## src/rtl/nport_mem_pkg.sv

```systemverilog
// rtl/nport_mem_pkg.sv - shared types, defaults and write-grant function for nport_sync_mem
package nport_mem_pkg;

    localparam int DEF_WIDTH  = 8;
    localparam int DEF_ADDR_W = 4;
    localparam int DEF_NPORTS = 3;

    // Widest configuration the grant function handles; callers zero-extend into it.
    localparam int MAX_PORTS  = 8;
    localparam int MAX_ADDR_W = 16;

    typedef enum logic {
        INIT  = 1'b0,
        READY = 1'b1
    } state_t;

    // A port is granted when it writes and no lower-indexed writer shares its address.
    function automatic logic [MAX_PORTS-1:0] write_grant(
        input logic [MAX_PORTS-1:0]            we,
        input logic [MAX_PORTS*MAX_ADDR_W-1:0] addr
    );
        logic [MAX_PORTS-1:0] grant;
        for (int p = 0; p < MAX_PORTS; p++) begin
            grant[p] = we[p];
            for (int q = 0; q < p; q++) begin
                if (we[q] && (addr[q*MAX_ADDR_W +: MAX_ADDR_W] == addr[p*MAX_ADDR_W +: MAX_ADDR_W])) begin
                    grant[p] = 1'b0;
                end
            end
        end
        return grant;
    endfunction

endpackage

```

## src/rtl/nport_sync_mem_if.sv

```systemverilog
// rtl/nport_sync_mem_if.sv - port bundle for nport_sync_mem
interface nport_sync_mem_if
    import nport_mem_pkg::*;
#(
    parameter int WIDTH  = DEF_WIDTH,
    parameter int ADDR_W = DEF_ADDR_W,
    parameter int NPORTS = DEF_NPORTS
) ();

    logic [NPORTS-1:0]        we;
    logic [NPORTS-1:0]        re;
    logic [NPORTS*ADDR_W-1:0] addr;
    logic [NPORTS*WIDTH-1:0]  wr_data;
    logic [NPORTS*WIDTH-1:0]  rd_data;
    logic [NPORTS-1:0]        rd_valid;
    logic [NPORTS-1:0]        wr_drop;
    logic                     init_busy;

    modport master (
        output we, re, addr, wr_data,
        input  rd_data, rd_valid, wr_drop, init_busy
    );

    modport slave (
        input  we, re, addr, wr_data,
        output rd_data, rd_valid, wr_drop, init_busy
    );

endinterface

```

## src/rtl/nport_wr_arb.sv

```systemverilog
// rtl/nport_wr_arb.sv - per-cycle write priority resolution (lowest port index wins)
module nport_wr_arb
    import nport_mem_pkg::*;
#(
    parameter int ADDR_W = DEF_ADDR_W,
    parameter int NPORTS = DEF_NPORTS
) (
    input  logic [NPORTS-1:0]        we,
    input  logic [NPORTS*ADDR_W-1:0] addr,
    output logic [NPORTS-1:0]        grant,
    output logic [NPORTS-1:0]        drop
);

    logic [MAX_PORTS-1:0]            we_x;
    logic [MAX_PORTS*MAX_ADDR_W-1:0] addr_x;

    // Widen the request onto the package function's fixed shape, then narrow the result.
    always_comb begin
        we_x   = '0;
        addr_x = '0;
        for (int p = 0; p < NPORTS; p++) begin
            we_x[p] = we[p];
            addr_x[p*MAX_ADDR_W +: MAX_ADDR_W] = MAX_ADDR_W'(addr[p*ADDR_W +: ADDR_W]);
        end
        grant = NPORTS'(write_grant(we_x, addr_x));
        drop  = we & ~grant;
    end

endmodule

```

## src/rtl/nport_sync_mem.sv

```systemverilog
// rtl/nport_sync_mem.sv - N-port synchronous RAM with clear sequencer; NPORT_MEM_BYPASS_EN selects write-through reads
module nport_sync_mem
    import nport_mem_pkg::*;
#(
    parameter int WIDTH  = DEF_WIDTH,
    parameter int ADDR_W = DEF_ADDR_W,
    parameter int NPORTS = DEF_NPORTS
) (
    input  logic             clk,
    input  logic             rst,
    nport_sync_mem_if.slave  bus
);

    localparam int DEPTH = 1 << ADDR_W;

    state_t                  state_q, state_d;
    logic [ADDR_W-1:0]       cnt_q, cnt_d;
    logic                    ready;
    logic [NPORTS-1:0]       grant;
    logic [NPORTS-1:0]       drop;
    logic [NPORTS-1:0]       drop_q;
    logic [NPORTS-1:0]       rd_valid_q;
    logic [NPORTS*WIDTH-1:0] rd_data_q;
    logic [WIDTH-1:0]        rd_next [NPORTS];
    logic [WIDTH-1:0]        mem [DEPTH];

    assign ready = (state_q == READY);

    nport_wr_arb #(
        .ADDR_W (ADDR_W),
        .NPORTS (NPORTS)
    ) u_arb (
        .we    (bus.we),
        .addr  (bus.addr),
        .grant (grant),
        .drop  (drop)
    );

    // State and clear-counter registers; reset always restarts the clear at address 0.
    always_ff @(posedge clk) begin
        if (rst) begin
            state_q <= INIT;
            cnt_q   <= '0;
        end else begin
            state_q <= state_d;
            cnt_q   <= cnt_d;
        end
    end

    // Clear walks every address once, then the memory opens to the ports for good.
    always_comb begin
        state_d = state_q;
        cnt_d   = cnt_q;
        if (state_q == INIT) begin
            cnt_d = cnt_q + ADDR_W'(1);
            if (cnt_q == ADDR_W'(DEPTH - 1)) begin
                state_d = READY;
            end
        end
    end

    // Array writes: zero fill during clear, granted port writes once ready.
    always_ff @(posedge clk) begin
        if (!rst) begin
            if (!ready) begin
                mem[cnt_q] <= '0;
            end else begin
                for (int p = 0; p < NPORTS; p++) begin
                    if (grant[p]) begin
                        mem[bus.addr[p*ADDR_W +: ADDR_W]] <= bus.wr_data[p*WIDTH +: WIDTH];
                    end
                end
            end
        end
    end

    // Per-port read source: stored word, optionally overridden by a same-edge winning write.
    always_comb begin
        for (int p = 0; p < NPORTS; p++) begin
            rd_next[p] = mem[bus.addr[p*ADDR_W +: ADDR_W]];
`ifdef NPORT_MEM_BYPASS_EN
            for (int q = 0; q < NPORTS; q++) begin
                if (grant[q] && (bus.addr[q*ADDR_W +: ADDR_W] == bus.addr[p*ADDR_W +: ADDR_W])) begin
                    rd_next[p] = bus.wr_data[q*WIDTH +: WIDTH];
                end
            end
`endif
        end
    end

    // Registered read data and valid pulses; data holds when a port is not reading.
    always_ff @(posedge clk) begin
        if (rst) begin
            rd_data_q  <= '0;
            rd_valid_q <= '0;
        end else begin
            rd_valid_q <= ready ? bus.re : '0;
            for (int p = 0; p < NPORTS; p++) begin
                if (ready && bus.re[p]) begin
                    rd_data_q[p*WIDTH +: WIDTH] <= rd_next[p];
                end
            end
        end
    end

    // Collision losers are flagged for exactly one cycle after the write edge.
    always_ff @(posedge clk) begin
        if (rst) begin
            drop_q <= '0;
        end else begin
            drop_q <= ready ? drop : '0;
        end
    end

    assign bus.rd_data   = rd_data_q;
    assign bus.rd_valid  = rd_valid_q;
    assign bus.wr_drop   = drop_q;
    assign bus.init_busy = ~ready;

endmodule

```

## src/flat_wrapper.sv

```systemverilog
// flat-port wrapper written by rule: the top's interface ports become plain ports
module nport_sync_mem_flat import nport_mem_pkg::*;
#(
    parameter int WIDTH  = DEF_WIDTH,
    parameter int ADDR_W = DEF_ADDR_W,
    parameter int NPORTS = DEF_NPORTS
)
  (clk, rst, bus_we, bus_re, bus_addr, bus_wr_data, bus_rd_data, bus_rd_valid, bus_wr_drop, bus_init_busy);
  nport_sync_mem_if #(.WIDTH(WIDTH), .ADDR_W(ADDR_W), .NPORTS(NPORTS)) bus_i ();
  input  logic clk;
  input  logic rst;
  input wire logic [$bits(bus_i.we)-1:0] bus_we;
  input wire logic [$bits(bus_i.re)-1:0] bus_re;
  input wire logic [$bits(bus_i.addr)-1:0] bus_addr;
  input wire logic [$bits(bus_i.wr_data)-1:0] bus_wr_data;
  output wire logic [$bits(bus_i.rd_data)-1:0] bus_rd_data;
  output wire logic [$bits(bus_i.rd_valid)-1:0] bus_rd_valid;
  output wire logic [$bits(bus_i.wr_drop)-1:0] bus_wr_drop;
  output wire logic [$bits(bus_i.init_busy)-1:0] bus_init_busy;
  assign bus_i.we = bus_we;
  assign bus_i.re = bus_re;
  assign bus_i.addr = bus_addr;
  assign bus_i.wr_data = bus_wr_data;
  assign bus_rd_data = bus_i.rd_data;
  assign bus_rd_valid = bus_i.rd_valid;
  assign bus_wr_drop = bus_i.wr_drop;
  assign bus_init_busy = bus_i.init_busy;
  nport_sync_mem #(.WIDTH(WIDTH), .ADDR_W(ADDR_W), .NPORTS(NPORTS)) u_core (.clk(clk), .rst(rst), .bus(bus_i));
endmodule
```

## config.mk

```make
export PLATFORM = sky130hd
export DESIGN_NAME = nport_sync_mem_flat
export DESIGN_NICKNAME = d
export VERILOG_FILES = /design/src/rtl/nport_mem_pkg.sv /design/src/rtl/nport_sync_mem_if.sv /design/src/rtl/nport_wr_arb.sv /design/src/rtl/nport_sync_mem.sv /design/src/flat_wrapper.sv
export SDC_FILE = /design/constraint.sdc
export NUM_CORES = 1
export LEC_CHECK = 0
export BUFFER_PORTS_ARGS = -buffer_cell sky130_fd_sc_hd__buf_2
export CAP_MARGIN = 20
export CORE_MARGIN = 1.5
export CORE_UTILIZATION = 40
export DETAILED_ROUTE_END_ITERATION = 8
export PLACE_DENSITY = 0.71
export SLEW_MARGIN = 20
export SYNTH_ARGS = -nofsm -noshare
export SYNTH_HDL_FRONTEND = slang
export SYNTH_SLANG_ARGS = --single-unit
```

## constraint.sdc

```tcl
create_clock -name clk -period 2.2 [get_ports clk]
set_input_delay 0.11 -clock clk [delete_from_list [all_inputs] [get_ports clk]]
set_output_delay 0.11 -clock clk [all_outputs]
set_load 0.05 [all_outputs]
```

==> qor.yml, run 1 <==
violations: "negative setup slack"
numPortBuffers: 73
wl_per_cell_um: 29.08
p_int_mw: 5.194
p_comb_frac: 0.123
critical_path_required_ps: 2390
fill_cells: 2434
fin_crit_ps: 2215
seq_area_frac_synth: 0.3927
synth.distinct_cells: 44
power_density_nw_per_um2: 522.2
grt-busiest-layer: "met2"
first_iter_violations: 1261
num_antenna_cells: 0
layout.nets: 1092
path_clk_slew_ps: 70
h-tree-depth: 4
placed_area_um2: 13290
synthTopCellsByArea: "edfxtp_1 (33%), mux4_2 (19%), mux2_2 (13%), o22ai_1 (6.5%), dfxtp_1 (5.9%)"
r2r_end: "u_core.mem[2][4]"
synth_ff_type: "edfxtp_1"
clkSinkCount: 162
root_buffer: "clkbuf_16"
skew_ps: 11.60
power.total_mw: 7.283
arrival_ps: 2410
run_status: "complete, but fails checks"
max-vdd-ir-drop_uv: 535.7
finalCoreUtilization: 0.4965
antenna_found_initial: 1
netlist_instances: 926
via_per_inst: 6.773
cts_tree: "done"
ff2ff_setup_slack_ps: -20
via_count: 9740
track_usage: 0.2778
start_kind: "flop"
seq_power_share: 0.456
met1_usage: 0.3801
synth_seq_cells: 162
period_share: 1.007
hold_ws_ps: 76.81
crit_type: "flop to flop"
met3_usage: 0.08179
drv_cap: 0
cts_made_buffers: 17
crit_fanout: 9
synth_common_cells: "edfxtp_1 (128), mux2_2 (128), o22ai_1 (120), mux4_2 (96), clkbuf_1 (61)"
p_sw_mw: 2.089
fin_setup_tns_ps: -43.61
ant_nets: 0
setup_viol: 4
gp_congestion: 0.9985
crit_path_start: "u_core.ready"
pre_cts_ws_ps: -90.94
max_slew.worst_pin.slew_ps: 804.6
async_reset_ff_frac: 0
fp.dieH_um: 172.7
routed_wl_mm: 41.82
synth_fp_nets: 971
min_path_type: "input port to flop"
grt_pass1_vias: 9185
placedCellCount: 1404
core-area_um2: 28090
grt_start_max_net_pins: 37
reg2reg_from: "u_core.ready"
synth_top_area_share: 0.3337
rr_worst_depth: 6
stdcell_count: 1438
route.detailed.drc: 0
area_delta_synth_final_pct: 21.06
slew_violations: 0
endpoint_kind: "flop"
clockBufferDepth: 2
crit_end: "u_core.mem[2][4]"
synthesis.area_um2: 11520
swShare: 0.2868
met2_usage: 0.4022
die_w_um: 172.7
synth-edff-count: 128
grt_pass1_wl_mm: 60.60
first_pass_iters: 6
yosys.area.top_type: "edfxtp_1"
hold_viol_final: 0
fmax_mhz: 451.4
power_leakage_nw: 5.152
p_clk_frac: 0.420
whs_path_depth: 3
slew_headroom: 0.4603
drive_above_1_share: 0.4764
post-route-cell-area_um2: 13950
row_count: 61
clk_latency_ps: 450
syn_avg_cell_area_um2: 12.44
top_level_ports: 75
overflow: 0
yosys_warnings: 0
floorplan.initialDensity: 0.4101
dp_hpwl_mm: 30.88
setup_ws_ps: -15.37
die_area_um2: 29830
## worst max-delay path, cell delays in order (launching register included)
cell,delay (ps)
dfxtp_4,400
nand4b_1,290
nand2b_1,400
a211oi_2,280
buf_4,210
o22ai_1,90
mux2_2,290
## per-layer routing
| layer | routed length, um | vias to the layer above |
|---|---|---|
| met2 | 17740 | 827 |
| met3 | 6295 | 138 |
| li1 | - | 4027 |
| met5 | 7 | - |
| met4 | 2244 | 2 |
| met1 | 15530 | 4746 |
## worst min path at each step
stage	endpoint	start	slack [ps]
floorplan	u_core.bus.wr_drop[2]	bus_we[2]	240
global placement	u_core.bus.wr_drop[1]	bus_we[1]	430
detailed placement	u_core.bus.wr_drop[1]	bus_we[1]	410
CTS	u_core.bus.wr_drop[2]	bus_we[2]	7
global route	u_core.cnt_q[2]	rst	80
finish	u_core.cnt_q[0]	rst	80
## cells by family after synthesis
logic type                 Yosys count  synth area share
adders and majority gates            1          0.001086
AOI/OAI and AO/OA                  260            0.1536
other                                1         0.0003255
and+or+nand+nor                    148           0.08005
xor gates and xnor gates            15           0.01140
muxes                              234            0.3215
DFF                                162            0.3927
buffers and inverters              105           0.03932
## timing repair
action,in CTS,in global routing
gates resized for setup,4,7
pin swaps,1,0
hold buffers,1,1
setup endpoints to repair,32,118
hold endpoints to repair,1,1
buffers inserted,0,0
## state kept, by name, summed over array words and instances (netlist names)
register	cells
u_core.ready	1
u_core.bus.rd_valid	3
u_core.mem	128
u_core.bus.rd_data	24
u_core.bus.wr_drop	2
u_core.cnt_q	4
## cells in the final DEF (no fill, tap or decap), types with 7 or more instances in the layout
master and instances:
o22ai_1 120, a22oi_1 48, buf_2 73, buf_4 96, a211oi_2 15, buf_12 26
nor4_4 17, edfxtp_1 128, mux2_2 126, a21oi_1 50, mux4_2 96, inv_1 9
nor2_1 37, clkbuf_16 17, nor2b_1 7, nand2_1 54, mux2i_1 9, dfxtp_1 33
a211o_1 13
## power groups by stage
stage	clock [mW]	combinational, mW	sequential [mW]
finish	3.06	0.899	3.32
floorplan	0	0.527	3.38
global placement	0	0.862	3.39
global route	3.19	0.923	3.33
CTS	3.09	0.869	3.32
detailed placement	0	0.862	3.39
## final cells by class
class                   instances  area [um^2]  share of cell area
clock buffers                  17        425.4             0.03050
clock inverters                15        185.2             0.01328
inverters                      10        41.29            0.002961
multi-input cells             659         6666              0.4780
flip-flops and latches        162         4528              0.3247
well taps                     378        473.0             0.03391
repair buffers                197         1627              0.1166
Note: power is estimated with default switching activity, not from simulation.
==> run 2: changes to the inputs <==
Settings changed: SETUP_SLACK_MARGIN from default to 0.05, SKIP_LAST_GASP from default to 1.
==> qor.yml, run 2 (synthesis gave the netlist of run 1 again) <==
run_status: "finished clean"
stdcell_count: 1435
largest_reg_flops: 128
grt-busiest-layer: "met2"
overflow: 0
arrival_ps: 2290
dp_hpwl_mm: 30.82
min_path_type: "input port to flop"
root_buffer: "clkbuf_16"
layout.nets: 1089
slew_violations: 0
skew_ps: 9.948
fp.dieH_um: 172.7
num_antenna_cells: 0
final_common_cell: "edfxtp_1"
placedCellCount: 1400
cts_tree: "done"
ant_nets: 0
via_per_inst: 6.849
grt_start_max_net_pins: 34
clk_latency_ps: 440
top_level_ports: 75
floorplan.initialDensity: 0.4101
setup_ws_ps: 94.09
first_iter_violations: 1619
crit_type: "flop to flop"
endpoint_kind: "flop"
first_pass_iters: 6
max_slew.worst_pin.slew_ps: 700.0
power_leakage_nw: 5.147
crit_fanout: 7
core-area_um2: 28090
setup_viol: 0
power.total_mw: 7.186
path_clk_slew_ps: 70
row_count: 61
met1_usage: 0.3762
max-vdd-ir-drop_uv: 378.7
area_delta_synth_final_pct: 21.03
met2_usage: 0.4125
clockBufferDepth: 2
ff2ff_setup_slack_ps: 90
numPortBuffers: 73
rsz0062_at_grt: "no"
drv_cap: 0
start_kind: "flop"
routed_wl_mm: 42.18
fin_crit_ps: 2106
power_density_nw_per_um2: 515.4
route.detailed.drc: 0
period_share: 0.9572
antenna_found_initial: 2
wl_per_cell_um: 29.40
gp_congestion: 0.9756
die_area_um2: 29830
met3_usage: 0.07718
fin_setup_tns_ps: 0
clkSinkCount: 162
via_count: 9828
fmax_mhz: 474.9
regMostFlops: "u_core.mem"
pre_cts_ws_ps: -26.31
grt_pass1_wl_mm: 60.58
track_usage: 0.2772
h-tree-depth: 4
final_cell_mix: "edfxtp_1 (128), o22ai_1 (120), mux2_2 (119)"
grt_pass1_vias: 9027
hold_viol_final: 0
slew_headroom: 0.5305
critical_path_required_ps: 2380
drive_above_1_share: 0.4759
cts_made_buffers: 17
die_w_um: 172.7
==> run 2: cell types whose count changed in the layout (fill, tap and decap cells not counted), sizes merged <==
cell	change
buf	-3
clkinv	-2
bufinv	+1
clkbuf	+1
clkdlybuf4s15	+1
clkinvlp	+1
dlygate4sd3	-1
inv	-1
==> run 2: critical path: stages, from the launching register on <==
cell        delay, ps
dfxtp_4           400
clkinvlp_4        110
nor2_4            230
nand2_1            80
buf_4             180
nor4_4            210
buf_4             240
mux2_2            390
==> run 2: repair_timing <==
item | CTS | global route
pin swaps | 0 | 3
endpoints found under the setup margin | 200 | 198
endpoints found under the hold margin | 1 | 0
cloned | 0 | 1
gates resized for setup | 10 | 15
buffers inserted | 0 | 1
hold buffers | 1 | 0
==> run 2: cell type report <==
type | count | area (um^2)
fillers | 2403 | 14140
well taps | 378 | 473.0
inverters | 10 | 41.29
clock inverters | 14 | 146.4
flip-flops and latches | 162 | 4528
repair buffers | 194 | 1563
multi-input cells | 659 | 6761
clock buffers | 18 | 429.2
==> run 2: path summary, 6_finish.rpt <==
kind	start	endpoint	depth (start not counted)
max	u_core.ready	u_core.mem[5][2]	7
min	bus_we[1]	u_core.bus.wr_drop[1]	2
max reg2reg	u_core.ready	u_core.mem[5][2]	7
min reg2reg	u_core.bus.rd_data[12]	u_core.bus.rd_data[12]	2
==> run 2: through the flow <==
| step | hold slack [ps] | cell area, um^2 | utilization |
|---|---|---|---|
| 2_1_floorplan | 243.4 | 11650 | - |
| 3_3_place_gp | 453.4 | 13230 | 0.4710 |
| 3_5_place_dp | 447.8 | 13230 | 0.4710 |
| 4_1_cts | 41.85 | 13850 | 0.4932 |
| 5_1_grt | 44.87 | 13940 | 0.4964 |
| 6_report | 48.71 | 13940 | 0.4964 |
==> run 2: per-layer routing <==
layer	vias up	wire length, um
li1	4040	-
met1	4757	15740
met2	878	18210
met3	151	6110
met4	2	2116
met5	-	7
==> run 2: where the power goes <==
part           internal [mW]  leakage, nW  switching (mW)
combinational          0.353         3.31           0.549
clock                   1.59        0.275            1.37
sequential              3.29         1.56          0.0298
